[config.mk]
export PLATFORM = sky130hd
export DESIGN_NAME = dmem_cache_ctrl
export DESIGN_NICKNAME = d
export VERILOG_FILES = /design/src/rtl/dmem_cache_ctrl.sv
export SDC_FILE = /design/constraint.sdc
export NUM_CORES = 2
export LEC_CHECK = 0
export BUFFER_PORTS_ARGS = -buffer_cell sky130_fd_sc_hd__buf_2
export CORE_MARGIN = 2
export CORE_UTILIZATION = 56
export DETAILED_ROUTE_END_ITERATION = 8
export GPL_ROUTABILITY_DRIVEN = 1
export HOLD_SLACK_MARGIN = 0.03
export PLACE_DENSITY = 0.84
export SYNTH_ARGS = -nofsm -noshare
export SYNTH_HDL_FRONTEND = slang
export SYNTH_SLANG_ARGS = --single-unit
[constraint.sdc]
create_clock -name clk -period 5.8 [get_ports clk]
set_clock_uncertainty 0.05 [all_clocks]
set_input_delay 1.16 -clock clk [delete_from_list [all_inputs] [get_ports clk]]
set_output_delay 1.16 -clock clk [all_outputs]
set_load 0.05 [all_outputs]
[src/rtl/dmem_cache_ctrl.sv]
// Direct-mapped, write-through, no-write-allocate data cache for the M stage.
// A load hit returns the cached word with no added latency. A load miss fills
// the whole line from main memory, one word per beat, in ascending word order.
// A store always writes through to memory. It updates the cached word only
// when the line is already present; it never allocates a line.
module dmem_cache_ctrl #(
  parameter int LINES     = 16,
  parameter int LINEWORDS = 4
) (
  input  logic        clk,
  input  logic        reset,
  input  logic        MemReadM,
  input  logic        MemWriteM,
  input  logic [3:0]  ByteEnM,
  input  logic [31:0] ALUOutM,
  input  logic [31:0] WriteDataM,
  output logic [31:0] ReadDataM,
  output logic        MemStallM,
  output logic [31:0] MemAddr,
  output logic [31:0] MemWData,
  output logic [3:0]  MemBE,
  output logic        MemReq,
  output logic        MemWe,
  input  logic        MemReady,
  input  logic [31:0] MemRData
);

  localparam int WRD_W  = $clog2(LINEWORDS);
  localparam int IDX_W  = $clog2(LINES);
  localparam int IDX_LO = 2 + WRD_W;
  localparam int TAG_LO = IDX_LO + IDX_W;
  localparam int TAG_W  = 32 - TAG_LO;
  localparam logic [WRD_W-1:0] LAST_WORD = WRD_W'(LINEWORDS - 1);

  typedef enum logic [1:0] {S_IDLE, S_FILL, S_WRITE} state_t;

  state_t               r_state;
  state_t               w_state_nxt;
  logic [WRD_W-1:0]     r_cnt;
  logic [LINES-1:0]     r_valid;
  logic [TAG_W-1:0]     r_tag  [LINES];
  logic [3:0][7:0]      r_data [LINES][LINEWORDS];

  logic [WRD_W-1:0]     w_word;
  logic [IDX_W-1:0]     w_idx;
  logic [TAG_W-1:0]     w_tag;
  logic                 w_hit;
  logic                 w_fill_we;
  logic                 w_fill_last;
  logic                 w_store_we;
  logic [1:0]           w_unused_lo;

  // Byte offset never selects anything here; the W stage does byte selection.
  assign w_unused_lo = ALUOutM[1:0];

  assign w_word = ALUOutM[IDX_LO-1:2];
  assign w_idx  = ALUOutM[TAG_LO-1:IDX_LO];
  assign w_tag  = ALUOutM[31:TAG_LO];
  assign w_hit  = r_valid[w_idx] && (r_tag[w_idx] == w_tag);

  // State register; reset abandons any outstanding fill or write.
  always_ff @(posedge clk) begin
    if (reset) begin
      r_state <= S_IDLE;
    end else begin
      r_state <= w_state_nxt;
    end
  end

  // Next state, memory-side outputs, stall, and array write strobes.
  always_comb begin
    w_state_nxt = r_state;
    ReadDataM   = 32'h0;
    MemStallM   = 1'b0;
    MemAddr     = 32'h0;
    MemWData    = 32'h0;
    MemBE       = 4'h0;
    MemReq      = 1'b0;
    MemWe       = 1'b0;
    w_fill_we   = 1'b0;
    w_fill_last = 1'b0;
    w_store_we  = 1'b0;

    case (r_state)
      S_IDLE: begin
        // A simultaneous read and write request is handled as a store.
        if (MemWriteM) begin
          MemStallM   = 1'b1;
          w_state_nxt = S_WRITE;
        end else if (MemReadM) begin
          if (w_hit) begin
            ReadDataM = r_data[w_idx][w_word];
          end else begin
            MemStallM   = 1'b1;
            w_state_nxt = S_FILL;
          end
        end
      end

      S_FILL: begin
        MemReq    = 1'b1;
        MemAddr   = {w_tag, w_idx, r_cnt, 2'b00};
        // The stall stays high through the last beat; the load hits next cycle.
        MemStallM = 1'b1;
        if (MemReady) begin
          w_fill_we = 1'b1;
          if (r_cnt == LAST_WORD) begin
            w_fill_last = 1'b1;
            w_state_nxt = S_IDLE;
          end
        end
      end

      S_WRITE: begin
        MemReq    = 1'b1;
        MemWe     = 1'b1;
        MemAddr   = {ALUOutM[31:2], 2'b00};
        MemWData  = WriteDataM;
        MemBE     = ByteEnM;
        // Releasing the stall on the accepting cycle lets the pipeline advance
        // on the same edge that retires the write.
        MemStallM = ~MemReady;
        if (MemReady) begin
          w_store_we  = w_hit;
          w_state_nxt = S_IDLE;
        end
      end

      default: begin
        w_state_nxt = S_IDLE;
      end
    endcase

    // Outputs and strobes are held at zero while reset is asserted.
    if (reset) begin
      ReadDataM   = 32'h0;
      MemStallM   = 1'b0;
      MemAddr     = 32'h0;
      MemWData    = 32'h0;
      MemBE       = 4'h0;
      MemReq      = 1'b0;
      MemWe       = 1'b0;
      w_fill_we   = 1'b0;
      w_fill_last = 1'b0;
      w_store_we  = 1'b0;
      w_state_nxt = S_IDLE;
    end
  end

  // Fill beat counter: zeroed while idle and wraps naturally after the last word.
  always_ff @(posedge clk) begin
    if (reset) begin
      r_cnt <= '0;
    end else if (r_state == S_IDLE) begin
      r_cnt <= '0;
    end else if (w_fill_we) begin
      r_cnt <= r_cnt + 1'b1;
    end
  end

  // Valid bits: the only array state that is reset; a line becomes valid only
  // when its final beat lands.
  always_ff @(posedge clk) begin
    if (reset) begin
      r_valid <= '0;
    end else if (w_fill_last) begin
      r_valid[w_idx] <= 1'b1;
    end
  end

  // Tag and data arrays: fill words arrive in order; store hits merge only the
  // enabled byte lanes into the cached word.
  always_ff @(posedge clk) begin
    if (w_fill_we) begin
      r_data[w_idx][r_cnt] <= MemRData;
    end
    if (w_fill_last) begin
      r_tag[w_idx] <= w_tag;
    end
    if (w_store_we) begin
      for (int b = 0; b < 4; b++) begin
        if (ByteEnM[b]) begin
          r_data[w_idx][w_word][b] <= WriteDataM[8*b +: 8];
        end
      end
    end
  end

endmodule
==> impl_metrics.yaml <==
run_status:
  status: "completed"
route:
  dr_wl_met3_mm: 30.8
  met1_length_mm: 83.5
  dr_wl_met2_mm: 130
  top_layer_used: "met5"
  wl_per_cell_um: 35.5
  drt_first_pass_iters: 6
  vias_per_cell: 6.93
  drt_iter0_markers: 8229
  num_vias: 51500
  wl_mm: 264
  drc_errors: 0
  ant_nets: 0
synthesis:
  syn_area_um2: 97200
  yosysSeqAreaShare: 0.755
  ys_seq_elements: 2452
  synth-warning-count: 0
  synthCells: 4348
  synth.distinct_cells: 55
  synthFlopType: "edfxtp_1"
  synthArstFlopShare: 0
  synth_edf_count: 2432
  avgSynthCellArea_um2: 22.4
job:
  maxCapViolCount: 0
power:
  leakage_uw: 0.0356
  ir_drop_uv: 329
  powerDensity_nw_per_um2: 322
layout:
  mostFrequentLayoutCell: "edfxtp_1"
  layout-drive-gt1-share: 0.358
  area_growth_pct: 14.1
  nets: 5046
  final_cells: 7442
  layout_common_cells: "edfxtp_1 (2432), mux4_2 (737), buf_4 (372), nor2_1 (317), clkbuf_16 (224)"
worst_hold_path:
  hp-class: "flop to flop"
place:
  post-place-ws_ps: -145
  hpwlAfterDp_mm: 151
  place_congestion: 0.862
  port-buffer-count: 203
  post-place-cells: 7019
clock_network:
  numCtsBuffers: 219
  cts_htree_levels: 4
  cts_tree: "done"
  hold_buffers: 0
  clk_path_buf_depth: 3
  root_buffer: "clkbuf_16"
  cts.sinks: 2452
  path_clk_slew_ps: 60
  clock_latency_ps: 880
global_routing:
  grt_max_degree: 143
  grt_overflow: 0
  grtUsageTotal: 0.299
  antenna_found_initial: 30
  grt_pass1_vias: 52000
  grt_pass1_wl_mm: 375
critical_path:
  slowest_delay_ps: 590
  worstSetupEndpointType: "primary output"
  start_kind: "primary input"
  critical_path_buf_inv_count: 5
  worstPathMaxFanout: 142
  critPathSlowestCell: "buf_12"
  crit_chain: "buf_8 -> buf_12 -> buf_12 -> mux4_2 -> mux4_2 -> mux4_2 -> nor2b_1 -> buf_4 -> buf_12"
  critPathKind: "primary input to primary output"
  critical_path.top_delay_family: "multiplexers"
  critPathArrivalTime_ps: 4570
  cp.required_ps: 4590
sta:
  worst_pin_slew_ps: 1410
  maxSlewHeadroom: 0.0564
  fin_crit_ps: 5780
  hold_viol_final: 0
  setup_viol: 0
  whs_ps: 419
  period_share: 0.997
  slew_viol_final: 0
  max_freq_ghz: 0.173
  fin_ws_ps: 18.3
floorplanning:
  die_y_um: 421
  std_cell_rows: 152
  initial_core_util: 0.565
  pin_count: 208
  core_area_um2: 172000
  die_area_um2: 177000
  die_w_um: 421
==> metal layers <==
layer	vias up	GRT usage
met5	-	0.00137
met4	30	0.184
met3	1089	0.0754
met2	4652	0.484
met1	26400	0.365
li1	19400	-
==> worst register-to-register path, delay by kind of cell (launching register included) <==
| family | cells | cell delay (ps) |
|---|---|---|
| muxes | 1 | 610 |
| buffers and inverters | 1 | 130 |
| adders and majority gates | 1 | 330 |
| and+or+nand+nor | 3 | 2750 |
| DFF | 1 | 350 |
==> through the flow <==
stage	instance area, um2	total power, uW	util	TNS (ps)
2_1_floorplan	97200	21100	-	0
3_3_place_gp	104000	21700	0.604	-102
3_5_place_dp	104000	21800	0.604	-293
4_1_cts	111000	35700	0.644	0
5_1_grt	111000	36400	0.645	-37.5
6_report	111000	35700	0.645	0
==> flip-flops by register name, indices dropped and copies added (netlist names) <==
signal   count
r_data    2048
r_tag      384
r_valid     16
r_cnt        2
r_state      2
==> report_power, final <==
part | internal [uW] | total, uW | switching, uW
logic | 793 | 2080 | 1280
clock network | 7720 | 14200 | 6480
registers | 19500 | 19500 | 4.67
==> cell usage after synthesis (2+ instances only) <==
library cell	instances	area share
mux2_1	2	0.00023
a221oi_1	10	0.00090
nor3b_1	7	0.00054
ha_1	8	0.0010
dfxtp_1	20	0.0041
a21o_1	2	0.00015
nor3_1	9	0.00046
xnor2_1	25	0.0023
o21ai_0	9	0.00046
nor2b_1	40	0.0026
mux2i_1	96	0.0099
o22ai_1	2	0.00013
mux4_2	737	0.17
clkbuf_1	148	0.0057
nand3b_1	4	0.00031
xor2_1	8	0.00072
nor4_1	2	0.00013
and2_1	56	0.0036
a22oi_1	22	0.0017
buf_6	8	0.00093
nor3_4	16	0.0027
nor2_1	334	0.013
nand4_1	7	0.00045
buf_1	14	0.00054
nand2_1	35	0.0014
nand2b_1	3	0.00019
a21oi_1	25	0.0013
inv_1	16	0.00062
a31oi_1	4	0.00026
buf_2	66	0.0034
a22o_1	8	0.00072
mux2_2	126	0.015
buf_4	12	0.00093
nand3_1	14	0.00072
a211oi_1	2	0.00015
edfxtp_1	2432	0.75
==> logic make-up after synthesis <==
| logic type | count (synthesis) | share of synthesized area |
|---|---|---|
| AO/OA/AOI/OAI | 96 | 0.00683 |
| XOR/XNOR | 33 | 0.00297 |
| adder cells (fa/ha/maj) | 8 | 0.00103 |
| buffers and inverters | 265 | 0.0123 |
| flip-flops | 2452 | 0.755 |
| multiplexers | 961 | 0.195 |
| other | 1 | 0.0000386 |
| AND/OR/NAND/NOR | 532 | 0.0263 |
==> final cells by class <==
cell class	count	area, um2
Tap cell	2310	2890
Clock inverter	117	1040
Sequential cell	2452	73400
Antenna cell	23	57.6
Fill cell	10000	61100
Clock buffer	280	5800
Inverter	16	60.1
Timing Repair Buffer	612	4860
Multi-Input combinational cell	1632	22900
==> worst paths after layout <==
check	start	endpoint	slack [ps]	depth (start not counted)
hold reg to reg	r_valid[7]	r_valid[7]	420	2
hold / removal	r_valid[7]	r_valid[7]	420	2
setup reg to reg	r_state[0]	r_data[6][1]	1240	6
setup / recovery	ALUOutM[5]	ReadDataM[3]	20	9
==> what timing repair did <==
item                                    4_1_cts  5_1_grt
gates resized for setup                       6        6
gates cloned                                  0        2
buffers inserted                              0        0
endpoints found under the setup margin       30       27
Power figures use the tool's default switching activity.
